## src/rtl/if_inst_queue.sv

```systemverilog
// Fetch-side instruction queue between the icache response path and ID.
// Ports: clk, reset (async, active-low), flush, req_issue/req_allow
// (issue credit), resp_valid/resp_entry (icache return), ID_allowin,
// IF_ID_valid/IF_to_ID_bus (head packet), occupancy, overflow_err.
// Optional macro IF_QUEUE_BYPASS_EN: an empty queue forwards a response
// to ID in the same cycle it arrives.
module if_inst_queue #(
    parameter int DEPTH    = 4,
    parameter int ENTRY_WD = 140,
    parameter int CNT_WD   = 3
) (
    input  logic                clk,
    input  logic                reset,
    input  logic                flush,
    input  logic                req_issue,
    output logic                req_allow,
    input  logic                resp_valid,
    input  logic [ENTRY_WD-1:0] resp_entry,
    input  logic                ID_allowin,
    output logic                IF_ID_valid,
    output logic [ENTRY_WD-1:0] IF_to_ID_bus,
    output logic [CNT_WD-1:0]   occupancy,
    output logic                overflow_err
);

    localparam int PTR_WD = (DEPTH > 1) ? $clog2(DEPTH) : 1;

    logic [ENTRY_WD-1:0] mem_q [DEPTH];
    logic [PTR_WD-1:0]   rd_ptr_q, rd_ptr_d;
    logic [PTR_WD-1:0]   wr_ptr_q, wr_ptr_d;
    logic [CNT_WD-1:0]   occ_q, occ_d;
    logic [CNT_WD-1:0]   outst_q, outst_d;
    logic [CNT_WD-1:0]   disc_q, disc_d;
    logic                ovf_q, ovf_d;

    logic                empty, full, disc_zero;
    logic                head_valid, q_pop;
    logic                push_req, do_push;
    logic                byp_valid, byp_take;
    logic [CNT_WD:0]     inflight;

    assign empty      = (occ_q == '0);
    assign full       = (occ_q == CNT_WD'(DEPTH));
    assign disc_zero  = (disc_q == '0);
    assign head_valid = !empty && !flush;
    assign q_pop      = head_valid && ID_allowin;
    assign push_req   = resp_valid && disc_zero && !flush;

`ifdef IF_QUEUE_BYPASS_EN
    assign byp_valid = empty && disc_zero && !flush && resp_valid;
`else
    assign byp_valid = 1'b0;
`endif

    // A bypassed packet that ID takes this cycle never enters storage.
    assign byp_take = byp_valid && ID_allowin;
    // When full, a same-cycle pop frees the slot the push lands in.
    assign do_push  = push_req && !byp_take && (!full || q_pop);

    // Credits: stored entries plus requests still owed a response.
    assign inflight  = {1'b0, occ_q} + {1'b0, outst_q};
    assign req_allow = !flush && (inflight < (CNT_WD+1)'(DEPTH));

    assign IF_ID_valid  = head_valid || byp_valid;
    assign occupancy    = occ_q;
    assign overflow_err = ovf_q;

    always_comb begin
        IF_to_ID_bus = '0;
        if (head_valid) begin
            IF_to_ID_bus = mem_q[rd_ptr_q];
        end else if (byp_valid) begin
            IF_to_ID_bus = resp_entry;
        end
    end

    // Outstanding counts every response, kept or dropped.
    assign outst_d = outst_q + CNT_WD'(req_issue) - CNT_WD'(resp_valid);

    always_comb begin
        rd_ptr_d = rd_ptr_q;
        wr_ptr_d = wr_ptr_q;
        occ_d    = occ_q;
        disc_d   = disc_q;
        ovf_d    = ovf_q | (push_req && full && !q_pop);
        if (flush) begin
            rd_ptr_d = '0;
            wr_ptr_d = '0;
            occ_d    = '0;
            // Every response still owed after this edge is stale.
            disc_d   = outst_d;
        end else begin
            if (do_push) wr_ptr_d = wr_ptr_q + PTR_WD'(1);
            if (q_pop)   rd_ptr_d = rd_ptr_q + PTR_WD'(1);
            if (do_push && !q_pop) begin
                occ_d = occ_q + CNT_WD'(1);
            end else if (!do_push && q_pop) begin
                occ_d = occ_q - CNT_WD'(1);
            end
            if (resp_valid && !disc_zero) begin
                disc_d = disc_q - CNT_WD'(1);
            end
        end
    end

    always_ff @(posedge clk or negedge reset) begin
        if (!reset) begin
            rd_ptr_q <= '0;
            wr_ptr_q <= '0;
            occ_q    <= '0;
            outst_q  <= '0;
            disc_q   <= '0;
            ovf_q    <= 1'b0;
        end else begin
            rd_ptr_q <= rd_ptr_d;
            wr_ptr_q <= wr_ptr_d;
            occ_q    <= occ_d;
            outst_q  <= outst_d;
            disc_q   <= disc_d;
            ovf_q    <= ovf_d;
        end
    end

    // Storage is not reset; reads are masked by occupancy.
    always_ff @(posedge clk) begin
        if (do_push) begin
            mem_q[wr_ptr_q] <= resp_entry;
        end
    end

endmodule

```

## config.mk

```make
export PLATFORM = sky130hd
export DESIGN_NAME = if_inst_queue
export DESIGN_NICKNAME = d
export VERILOG_FILES = /design/src/rtl/if_inst_queue.sv
export SDC_FILE = /design/constraint.sdc
export NUM_CORES = 1
export LEC_CHECK = 0
export ABC_CLOCK_PERIOD_IN_PS = 5750
export CAP_MARGIN = 20
export CORE_ASPECT_RATIO = 0.6
export CORE_MARGIN = 2
export CORE_UTILIZATION = 38
export CTS_CLUSTER_SIZE = 20
export DETAILED_ROUTE_END_ITERATION = 8
export DONT_BUFFER_PORTS = 1
export PLACE_DENSITY = 0.58
export SLEW_MARGIN = 20
export SYNTH_ARGS = -nofsm -noshare
export SYNTH_HDL_FRONTEND = slang
export SYNTH_SLANG_ARGS = --single-unit
```

## constraint.sdc

```tcl
create_clock -name clk -period 5.75 [get_ports clk]
set_input_delay 0.2875 -clock clk [delete_from_list [all_inputs] [get_ports clk]]
set_output_delay 0.2875 -clock clk [all_outputs]
set_load 0.01 [all_outputs]
```

Word level (Yosys, flattened, before mapping) --
Memory sizes are Yosys's and may differ from the RTL's. Cells that the tools add are included.
Word-level totals: register bits 14, bits in latches 0, memory bits (writable) 560, bits in read-only memories 0, input bits 146, memories 1
Cells by class: add/subtract/negate cells 8, multiply operators 0, divide/modulo/power cells 0, order comparisons 1, equality and inequality tests 1, shift-type cells 0, mux-type cells 12, bitwise gates (word level) 1, reduce and logical (&&, ||, !) cells 24
Memories:
- mem_q | depth 4, width 140, read ports 1, clocked after memory_dff 0, wr ports 1, RTL line 28 | logic [ENTRY_WD-1:0] mem_q [DEPTH];
Operators by type and width (count):
- $mux W140 | 1
- $mux W3 | 5
- $logic_and A1 B1 Y1 | 11
- $mux W2 | 4
- $logic_not A1 Y1 | 6
- $logic_not A3 Y1 | 2
- $reduce_bool A2 Y1 | 3
- $sub A3 B1 Y3 const B | 2
- $add A2 B1 Y2 const B | 2
- $add A3 B3 Y4 | 1
- $lt A4 B3 Y1 const B | 1
- $add A3 B1 Y3 | 1
- $add A3 B1 Y3 const B | 1
- $eq A3 B3 Y1 const B | 1
- $reduce_bool A3 Y1 | 1
- $sub A3 B1 Y3 | 1
- $mux W1 | 2
- $logic_or A1 B1 Y1 | 1
- $or A1 B1 Y1 | 1

Depth between registers and ports, before layout --
depth after elaboration 11, depth in mapped cells 10

Least setup slack after synthesis --
OpenSTA, ideal clock, no wires.
kind register to register, from register disc_q[0], to memory mem_q[0][0], enable pin, library setup time 0.517 ns, arrival 4.250 ns, data required time 5.233 ns, setup slack 0.983 ns, cell stages (with the launch flop) 6, path buffers 0, period minus slack after synthesis 4.767 ns, cells stage by stage dfrtp_1 > inv_1 > ha_1 > nand4bb_4 > nor2_1 > and2_1
Between the ends: longest elaborated chain between the ends 6
RTL lines:
- start, declared | RTL line 33 | logic [CNT_WD-1:0] disc_q, disc_d;
- start signal, assigned | RTL line 119 | disc_q <= disc_d;
- $logic_not A3 Y1 | RTL line 44 | assign disc_zero = (disc_q == '0);
- $logic_and A1 B1 Y1 (2 in a row) | RTL line 47 | assign push_req = resp_valid && disc_zero && !flush;
- $logic_and A1 B1 Y1 | RTL line 58 | assign do_push = push_req && !byp_take && (!full || q_pop);
- $mux W1 | RTL line 126 | if (do_push) begin
- $mux W1 (not written as such) | RTL line 127 | mem_q[wr_ptr_q] <= resp_entry;
- end, declared | RTL line 28
Every way passes these cells.

Worst setup path in the final report --
from register rd_ptr_q[0], to output port IF_to_ID_bus[96]
Between the ends: longest elaborated chain between the ends 2
RTL lines:
- start, declared | RTL line 29 | logic [PTR_WD-1:0] rd_ptr_q, rd_ptr_d;
- start signal, assigned | RTL line 115 | rd_ptr_q <= rd_ptr_d;
- $mem_v2 Z4 W140
- $mux W140 | RTL line 70 | if (head_valid) begin
- end, declared | RTL line 21 | output logic [ENTRY_WD-1:0] IF_to_ID_bus,
Every way passes these cells.

==> flow_summary_export.csv <==
group,metric,value,unit
status,status,"finished clean",
pwr,power.internal,7.59,mW
layout,areaGrowthSynthToFinish,18.0,%
sta,setup-tns-final,0,ns
pwr,pwr-share-seq,0.477,
route,via_count,10000,
floorplan,pin_count,292,
setup_path,critical_path.max_fanout,75,
floorplan,die_height,191,um
setup_path,crit_path_start_kind,"flop",
sta,timing.final.crit_share,0.591,
sta,count_of_final_max_slew_check_failures,0,
cts,cts_hold_buf,146,
yosys,synth-seq-area-share,0.776,
pwr,vdd.ir_drop.worst,0.000257,V
sta,grt_setup_unrepaired,"no",
setup_path,critical_path_arrival,3.11,ns
global_routing,global_route_wire_length_before_repair,66300,um
placement,port-buffer-count,0,
cts,htree_num_levels,2,
pwr,p_clk_frac,0.332,
sta,achievable-frequency,294,MHz
setup_path,critical_setup_path_class,"flop to output pin",
pwr,finalPower,10.2,mW
yosys,synthesis.area,22100,sq um
yosys,synth_top_cells_by_count,"sky130_fd_sc_hd__edfxtp_1, sky130_fd_sc_hd__and2_1, sky130_fd_sc_hd__mux4_2",
cts,clock_path_buffers,3,
yosys,yosys.area.top_type,"sky130_fd_sc_hd__edfxtp_1",
cts,clock_root_cell,"sky130_fd_sc_hd__clkbuf_16",
floorplan,core,57500,sq um
yosys,yosys.area.top_type_share,0.760,
layout,register_area,17200,sq um
yosys,postSynth.asyncResetShare,0.0244,
setup_path,critical_path_required,5.46,ns
layout,multi_input_comb_area,4640,sq um
job,drv_cap,0,
route,post_drt_via_cell_ratio,5.08,
cts,cts.repair_timing.setup_buffer_count,0,
yosys,syn-num-nets,1154,
sta,timing.hold.ws,0.0644,ns
floorplan,floorplan.initialDensity,0.385,
global_routing,grt_max_degree,142,
route,detail_route.wirelength,44000,um
route,drt_pass1_iterations,4,
worst_hold_path,hold_path_class,"primary input to flop",
yosys,synth-edff-count,560,
yosys,yosys_most_used_dff,"sky130_fd_sc_hd__edfxtp_1",
placement,dp_hpwl,24600,um
floorplan,floorplan.die.width,316,um
route,drt_drc_violations_left,0,
yosys,netlist_instances,996,
layout,drive_above_1_share,0.191,
yosys,postSynthAreaPerCell,22.2,sq um
route,drt_iter0_drc,689,
sta,hold_viol,0,
sta,tightest_slew,0.991,ns
cts,ctsResizeCount,0,
floorplan,fp.dieArea,60200,sq um
global_routing,grt_usage,0.146,
pwr,power_switching,2.65,mW
route,detail_route.wl_per_cell,22.3,um
placement,pre_cts_slack,2.90,ns
yosys,synthDistinctLibCells,40,
cts,cts_inserted_buffers,52,
pwr,sw_frac_of_total,0.259,
placement,routabilityCongestion,0.729,
yosys,postSynthRegisterBits,574,
cts,numClockSinks,574,
placement,placedInstanceArea,23000,sq um
route,drt.antenna.violating_nets,0,
global_routing,antenna_violations_before_repair,4,
floorplan,rows,68,
setup_path,crit_path_end_kind,"output pin",
layout,postLayoutCellArea,26100,sq um
yosys,yosysMostFrequentCell,"sky130_fd_sc_hd__edfxtp_1",
layout,num-nets-final,1315,
cts,tritoncts,"done",
pwr,power_leakage,8.11,nW
sta,final-setup-viol-count,0,
cts,worst_skew_pair.late_latency,0.60,ns
cts,clkSlewWorstSetupHoldPaths,0.06,ns
layout,num-fill-cells,4944,
sta,setup_ws,2.35,ns
pwr,combPwrFrac,0.190,
pwr,pwr_density_cell,392,nW/um^2
sta,finalCriticalPeriod,3.40,ns
yosys,synth_area_leaders,"sky130_fd_sc_hd__edfxtp_1, sky130_fd_sc_hd__mux4_2, sky130_fd_sc_hd__and2_1, sky130_fd_sc_hd__dfrtp_1, sky130_fd_sc_hd__ha_1",
sta,timing.clock.skew,0.0114,ns
yosys,ys.warnings.count,0,
global_routing,first_global_vias,10700,
sta,max-slew-margin-rel,0.339,
global_routing,globalRoute.totalOverflow,0,
==> stage by stage <==
step,cells,utilization
after floorplan,996,-
after global placement,1727,0.400
after detailed placement,1727,0.400
after CTS,1969,0.454
after global routing,1971,0.454
final,1971,0.454
==> sequential cells by signal (all words and copies together), names as in the netlist <==
| name | flops |
|---|---|
| mem_q | 560 |
| outst_q | 3 |
| overflow_err | 1 |
| occupancy | 3 |
| disc_q | 3 |
| wr_ptr_q | 2 |
| rd_ptr_q | 2 |
==> power groups by stage <==
stage | logic [mW] | clock network, mW | registers, mW
5_1_grt | 2.14 | 3.67 | 4.91
4_1_cts | 2.01 | 3.51 | 4.90
6_report | 1.95 | 3.40 | 4.89
3_5_place_dp | 1.87 | 0 | 4.99
3_3_place_gp | 1.86 | 0 | 4.98
2_1_floorplan | 1.60 | 0 | 4.90
==> layer usage <==
| layer | vias up | GRT usage | part of all wire |
|---|---|---|---|
| met5 | - | 0 | 0.00057 |
| li1 | 4370 | - | - |
| met3 | 67 | 0.0394 | 0.061 |
| met2 | 233 | 0.239 | 0.49 |
| met1 | 5334 | 0.195 | 0.43 |
| met4 | 4 | 0.0374 | 0.017 |
==> layout by cell type (no fill, tap or decap), types with 2 or more instances in the layout <==
cell type                       instances
sky130_fd_sc_hd__inv_6                  3
sky130_fd_sc_hd__clkinv_2               2
sky130_fd_sc_hd__a21oi_1                5
sky130_fd_sc_hd__clkbuf_16             53
sky130_fd_sc_hd__xnor2_1                7
sky130_fd_sc_hd__diode_2                2
sky130_fd_sc_hd__o21ai_0                5
sky130_fd_sc_hd__and2_1               140
sky130_fd_sc_hd__clkinv_4               2
sky130_fd_sc_hd__clkinv_1              16
sky130_fd_sc_hd__dfrtp_4                2
sky130_fd_sc_hd__inv_1                 12
sky130_fd_sc_hd__fa_1                   2
sky130_fd_sc_hd__mux4_2               140
sky130_fd_sc_hd__dfrtp_1               12
sky130_fd_sc_hd__clkbuf_1              14
sky130_fd_sc_hd__bufinv_16              5
sky130_fd_sc_hd__and2_4                 4
sky130_fd_sc_hd__nand3_1                4
sky130_fd_sc_hd__buf_12                 6
sky130_fd_sc_hd__dlygate4sd3_1        146
sky130_fd_sc_hd__nand2_1                7
sky130_fd_sc_hd__xor2_1                 2
sky130_fd_sc_hd__nor2_1                 9
sky130_fd_sc_hd__ha_1                  10
sky130_fd_sc_hd__edfxtp_1             560
sky130_fd_sc_hd__buf_4                  8
==> final cells by class <==
cell class                      instances  share of cell area
Clock buffer                           67              0.0528
Antenna cell                            2            0.000192
Clock inverter                         29              0.0104
Timing Repair Buffer                  160              0.0629
Sequential cell                       574               0.658
Tap cell                              770              0.0369
Multi-Input combinational cell        357               0.178
Inverter                               12             0.00172
==> final timing paths <==
path                                  start               end  slack, ns  depth (start not counted)
worst max-delay path            rd_ptr_q[0]  IF_to_ID_bus[96]       2.35                          3
worst min-delay path                  flush      occupancy[1]       0.06                          3
worst max register to register    disc_q[0]     mem_q[3][109]       2.97                          6
worst min register to register   outst_q[2]        outst_q[2]       0.53                          1
max in group asynchronous             reset       rd_ptr_q[1]       5.02                          1
min in group asynchronous             reset      occupancy[1]       0.20                          1
==> worst max-delay path: stages, from the launching register on <==
cell and delay (ns):
sky130_fd_sc_hd__dfrtp_4 0.88, sky130_fd_sc_hd__buf_12 0.44, sky130_fd_sc_hd__mux4_2 0.65, sky130_fd_sc_hd__and2_1 0.22
==> cells by family after synthesis <==
kind of cell | count (synthesis) | share of synthesized area
DFF | 574 | 0.776
xor gates and xnor gates | 9 | 0.00356
buffers and inverters | 65 | 0.0153
muxes | 140 | 0.143
and+or+nand+nor | 177 | 0.0495
AOI/OAI and AO/OA | 19 | 0.00571
adders and majority gates | 12 | 0.00747
(Power assumes the default switching activity.)
